===== config.mk =====
export PLATFORM = sky130hd
export DESIGN_NAME = neuraedge_pe_feeder
export DESIGN_NICKNAME = d
export VERILOG_FILES = /design/src/rtl/neuraedge_pe_feeder.sv
export SDC_FILE = /design/constraint.sdc
export NUM_CORES = 1
export LEC_CHECK = 0
export ABC_AREA = 1
export BUFFER_PORTS_ARGS = -buffer_cell sky130_fd_sc_hd__buf_2
export CAP_MARGIN = 25
export CORE_ASPECT_RATIO = 0.75
export CORE_MARGIN = 3
export CORE_UTILIZATION = 30
export CTS_BUF_LIST = sky130_fd_sc_hd__clkbuf_4
export DETAILED_ROUTE_END_ITERATION = 6
export GPL_TIMING_DRIVEN = 0
export PLACE_DENSITY = 0.62
export SETUP_SLACK_MARGIN = 0.1
export SLEW_MARGIN = 10
export SYNTH_ARGS = -nofsm -noshare
export SYNTH_HDL_FRONTEND = slang
export SYNTH_SLANG_ARGS = --single-unit

===== constraint.sdc =====
create_clock -name clk -period 4.5 [get_ports clk]
set_clock_uncertainty 0.05 [all_clocks]
set_input_delay 0.9 -clock clk [delete_from_list [all_inputs] [get_ports clk]]
set_output_delay 0.9 -clock clk [all_outputs]
set_load 0.05 [all_outputs]

===== src/rtl/neuraedge_pe_feeder.sv =====
// +--------------------------------------------------------------------------+
// | neuraedge_pe_feeder: per-command operand sequencer for one neuraedge PE.  |
// | Optional: NEURAEDGE_FEEDER_PERF_EN adds perf_stall_cnt. Rev 1.0           |
// +--------------------------------------------------------------------------+
`default_nettype none

module neuraedge_pe_feeder #(
    parameter int DATA_WIDTH   = 8,
    parameter int WEIGHT_WIDTH = 8,
    parameter int ACCUM_WIDTH  = 32,
    parameter int LEN_WIDTH    = 16
) (
    input  logic                    clk,
    input  logic                    rst_n,
    input  logic                    cmd_valid,
    output logic                    cmd_ready,
    input  logic [LEN_WIDTH-1:0]    cmd_len,
    input  logic                    op_valid,
    output logic                    op_ready,
    input  logic [DATA_WIDTH-1:0]   op_data,
    input  logic [WEIGHT_WIDTH-1:0] op_weight,
    output logic                    pe_enable,
    output logic                    mac_clear,
    output logic                    accumulate_en,
    output logic [DATA_WIDTH-1:0]   pe_data,
    output logic [WEIGHT_WIDTH-1:0] pe_weight,
    output logic                    pe_data_valid,
    input  logic [ACCUM_WIDTH-1:0]  pe_accum,
    output logic                    res_valid,
    input  logic                    res_ready,
    output logic [ACCUM_WIDTH-1:0]  res_data
`ifdef NEURAEDGE_FEEDER_PERF_EN
    ,
    output logic [31:0]             perf_stall_cnt
`endif
);

    localparam logic [1:0] ST_IDLE   = 2'd0;
    localparam logic [1:0] ST_FEED   = 2'd1;
    localparam logic [1:0] ST_DRAIN  = 2'd2;
    localparam logic [1:0] ST_RESULT = 2'd3;

    logic [1:0]              state_q, state_d;
    logic [LEN_WIDTH-1:0]    rem_q, rem_d;
    logic                    drain_q, drain_d;
    logic                    mac_clear_q, mac_clear_d;
    logic                    accumulate_en_q, accumulate_en_d;
    logic [DATA_WIDTH-1:0]   pe_data_q, pe_data_d;
    logic [WEIGHT_WIDTH-1:0] pe_weight_q, pe_weight_d;
    logic                    pe_data_valid_q, pe_data_valid_d;
    logic [ACCUM_WIDTH-1:0]  res_data_q, res_data_d;

    logic cmd_fire;
    logic op_fire;

    assign cmd_fire = cmd_valid & cmd_ready;
    assign op_fire  = op_valid & op_ready;

    always_ff @(posedge clk) begin
        if (!rst_n) begin
            state_q         <= ST_IDLE;
            rem_q           <= '0;
            drain_q         <= 1'b0;
            mac_clear_q     <= 1'b0;
            accumulate_en_q <= 1'b0;
            pe_data_q       <= '0;
            pe_weight_q     <= '0;
            pe_data_valid_q <= 1'b0;
            res_data_q      <= '0;
        end else begin
            state_q         <= state_d;
            rem_q           <= rem_d;
            drain_q         <= drain_d;
            mac_clear_q     <= mac_clear_d;
            accumulate_en_q <= accumulate_en_d;
            pe_data_q       <= pe_data_d;
            pe_weight_q     <= pe_weight_d;
            pe_data_valid_q <= pe_data_valid_d;
            res_data_q      <= res_data_d;
        end
    end

    always_comb begin
        state_d         = state_q;
        rem_d           = rem_q;
        drain_d         = drain_q;
        mac_clear_d     = 1'b0;
        accumulate_en_d = 1'b0;
        pe_data_valid_d = 1'b0;
        pe_data_d       = pe_data_q;
        pe_weight_d     = pe_weight_q;
        res_data_d      = res_data_q;
        case (state_q)
            ST_IDLE: begin
                if (cmd_fire) begin
                    rem_d       = cmd_len;
                    mac_clear_d = 1'b1;
                    drain_d     = 1'b0;
                    state_d     = (cmd_len == '0) ? ST_DRAIN : ST_FEED;
                end
            end
            ST_FEED: begin
                if (op_fire) begin
                    pe_data_d       = op_data;
                    pe_weight_d     = op_weight;
                    pe_data_valid_d = 1'b1;
                    accumulate_en_d = 1'b1;
                    rem_d           = rem_q - LEN_WIDTH'(1);
                    if (rem_q == LEN_WIDTH'(1)) begin
                        state_d = ST_DRAIN;
                        drain_d = 1'b0;
                    end
                end
            end
            ST_DRAIN: begin
                // Second drain cycle: the last pair has been accumulated, pe_accum is final.
                if (drain_q) begin
                    res_data_d = pe_accum;
                    state_d    = ST_RESULT;
                end else begin
                    drain_d = 1'b1;
                end
            end
            ST_RESULT: begin
                if (res_ready) begin
                    state_d = ST_IDLE;
                end
            end
            default: state_d = ST_IDLE;
        endcase
    end

    always_comb begin
        cmd_ready = (state_q == ST_IDLE);
        op_ready  = (state_q == ST_FEED) && (rem_q != '0);
        pe_enable = (state_q == ST_FEED) || (state_q == ST_DRAIN);
        res_valid = (state_q == ST_RESULT);
    end

    assign mac_clear     = mac_clear_q;
    assign accumulate_en = accumulate_en_q;
    assign pe_data       = pe_data_q;
    assign pe_weight     = pe_weight_q;
    assign pe_data_valid = pe_data_valid_q;
    assign res_data      = res_data_q;

`ifdef NEURAEDGE_FEEDER_PERF_EN
    logic [31:0] perf_stall_cnt_q, perf_stall_cnt_d;

    always_comb begin
        perf_stall_cnt_d = perf_stall_cnt_q;
        if (cmd_fire) begin
            perf_stall_cnt_d = '0;
        end else if ((state_q == ST_FEED) && (rem_q != '0) && !op_valid
                     && (perf_stall_cnt_q != 32'hFFFF_FFFF)) begin
            perf_stall_cnt_d = perf_stall_cnt_q + 32'd1;
        end
    end

    always_ff @(posedge clk) begin
        if (!rst_n) begin
            perf_stall_cnt_q <= '0;
        end else begin
            perf_stall_cnt_q <= perf_stall_cnt_d;
        end
    end

    assign perf_stall_cnt = perf_stall_cnt_q;
`endif

endmodule

`default_nettype wire


==> reports/metrics.yaml <==
clocking:
  clock_sinks: 69
  postCtsSetupBuffers: 0
  holdBufCountCts: 0
  clockRootBuffer: "clkbuf_4"
  clk_path_buf_depth: 2
  cts_inserted_buffers: 9
  htreeDepth: 3
  clk_latency_ps: 400
  path_clk_slew_ps: 110
  cts_resized: 0
  cts_tree: "built"
place:
  dp_slack_ps: 1680
  io_buffers: 121
  placed_area_mm2: 0.00412
  gp_congestion: 0.892
  dp.cells: 763
  place_hpwl_um: 7430
status:
  status: "completed"
power_and_ir_drop:
  p_switching_w: 0.00146
  p_per_area_mw_per_mm2: 671
  vdd_drop_max_mv: 0.225
  p_int_w: 0.00139
  p_leak_nw: 2.11
  pwr-share-comb_pct: 56.8
  clkPwrFrac_pct: 13.7
  swShare_pct: 51.2
  p_total_w: 0.00285
  power_frac_seq_pct: 29.5
sta:
  setup_violations: 0
  setup_ws_ps: 1250
  slew_headroom_pct: 68.3
  tns_ps: 0
  min_period_ps: 3250
  finalMaxSlewViolations: 0
  tightest_slew_ps: 476
  fmax_mhz: 308
  finalHoldViolCount: 0
  fin_crit_sh_pct: 72.2
  rsz0062_at_grt: "no"
die:
  die_area_mm2: 0.0125
  die_h_um: 97.5
  dieWidth_um: 128
  rows: 32
  fp.coreArea_mm2: 0.0106
  ios: 124
  start_util_pct: 31.7
setup_path:
  path_cells: "inv_1, ha_1, inv_2, a21oi_2, buf_2, buf_2"
  crit_family: "buffers and inverters"
  crit_top_cell: "buf_2"
  critical_path_buf_inv_count: 4
  cp_max_fo: 10
  slowest_delay_ps: 350
  r2r_setup_slack_ps: 2560
  crit_type: "flop to output pin"
  critPathCaptureType: "output pin"
  cp_slowest_cell: "dfxtp_1"
  worstPathArrival_ps: 2300
  required_ps: 3550
  critPathLaunchType: "flop"
final_layout:
  diodes: 0
  syn_to_final_growth_pct: 27.2
  stdcell_area_mm2: 0.00425
  finalNonFillerCells: 779
  nNetsFinal: 715
  nFillCells: 1174
  drive_above_1_share_pct: 24.6
drt:
  drt_iter0_drc: 257
  drt_first_pass_iters: 5
  ant_nets: 0
  vias_per_cell: 4.66
  routedWlPerCell_um: 12.3
  routed-via-count: 3631
  wl_um: 9620
  drc: 0
logic_synthesis:
  ys_ff_latch: 69
  postSynthCellCount: 506
  syn_area_mm2: 0.00335
  synthTopCellsByArea: "dfxtp_1 41%, nor2_1 14%, nand2_1 13%"
  synthTopCellsByCount: "129 x nor2_1, 113 x nand2_1, 69 x dfxtp_1"
  ys_seq_area_share_pct: 41.3
  synth_edf_count: 0
  async_flop_share_pct: 0
  netlist.area_leader.share_pct: 41.3
  synth_cell_types: 29
  ys.flop_type: "dfxtp_1"
  yosysMostFrequentCell: "nor2_1"
  syn_area_per_cell_um2: 6.61
  yosys_warnings: 0
  synth.largest_area_cell: "dfxtp_1"
  synth_fp_nets: 583
global_route:
  grt_max_degree: 13
  met1_usage_pct: 20.5
  grt.total_usage_pct: 15.2
  top_usage_layer: "met2"
  use_met3_pct: 4.67
  grt_overflow_total: 0
  grt_pass1_vias: 3368
  use_met2_pct: 23.1
  grt_pass1_wl_um: 15600
  antenna_found_initial: 0
run:
  maxCapViolations: 0
hold_path:
  hold_path.class: "flop to flop"
==> area by class of cell <==
| type | count | area, um^2 | area share, % |
|---|---|---|---|
| repair buffers | 121 | 606 | 14.2 |
| clock buffers | 9 | 67.6 | 1.59 |
| plain buffers | 24 | 116 | 2.74 |
| clock inverters | 7 | 65.1 | 1.53 |
| multi-input cells | 378 | 1720 | 40.4 |
| inverters | 35 | 131 | 3.09 |
| flip-flops and latches | 69 | 1380 | 32.5 |
| well taps | 136 | 170 | 4.00 |
==> metal layers <==
metal  part of all wire [%]  vias up  wire [um]
li1                       -     1867          -
met1                     47     1621       4510
met2                     43      134       4130
met3                    9.0        9        867
met4                    1.1        0        110
met5                      0        -          0
==> cells by family (layout without fill, tap and decap cells) <==
family	count (synthesis)	count (layout)	synth area share, %
and+or+nand+nor	296	296	36.6
AOI/OAI and AO/OA	74	74	11.7
DFF	69	69	41.3
buffers and inverters	59	196	7.40
adders and majority gates	8	8	2.99
==> worst min-delay path, cell delays in order, from the launching register on <==
cell and delay, ps:
dfxtp_1 320, nand2_1 50, a21oi_1 60
==> power by group through the flow <==
stage / Clock, W / Combinational, W / Sequential (W)
floorplan: 0 / 0.00107 / 0.000999
global placement: 0 / 0.00157 / 0.000850
detailed placement: 0 / 0.00160 / 0.000853
CTS: 0.000420 / 0.00161 / 0.000840
global route: 0.000435 / 0.00181 / 0.000859
finish: 0.000392 / 0.00162 / 0.000841
==> state kept, by name (all words and copies together), names as in the netlist <==
signal         cells
pe_data            8
mac_clear          1
pe_data_valid      1
state_q            2
drain_q            1
res_data          32
rem_q             16
pe_weight          8
==> through the flow <==
step | hold slack (ps) | util (%)
2_1_floorplan | 447 | -
3_3_place_gp | 399 | 39.0
6_report | 423 | 40.2
4_1_cts | 426 | 40.2
3_5_place_dp | 407 | 39.0
5_1_grt | 439 | 40.2
==> path summary, 6_finish.rpt <==
| kind | startpoint | end | cells past startpoint |
|---|---|---|---|
| setup / recovery | state_q[1] | op_ready | 6 |
| hold / removal | pe_weight[5] | pe_weight[5] | 2 |
| setup reg to reg | state_q[1] | pe_data[1] | 7 |
| hold reg to reg | pe_weight[5] | pe_weight[5] | 2 |
==> cell usage in the layout (no fill, tap or decap), types with 2 or more instances in the layout <==
master / n
nor2_2: 4
o21ai_0: 43
buf_6: 2
nor2_4: 2
clkbuf_1: 14
clkinv_2: 2
buf_2: 127
inv_1: 33
clkbuf_4: 9
nand2_1: 113
ha_1: 8
clkinv_1: 3
a21oi_1: 26
nand2_2: 2
dfxtp_1: 69
nand3_1: 37
nor2_1: 129
nand4_1: 4
(Power assumes the default switching activity.)
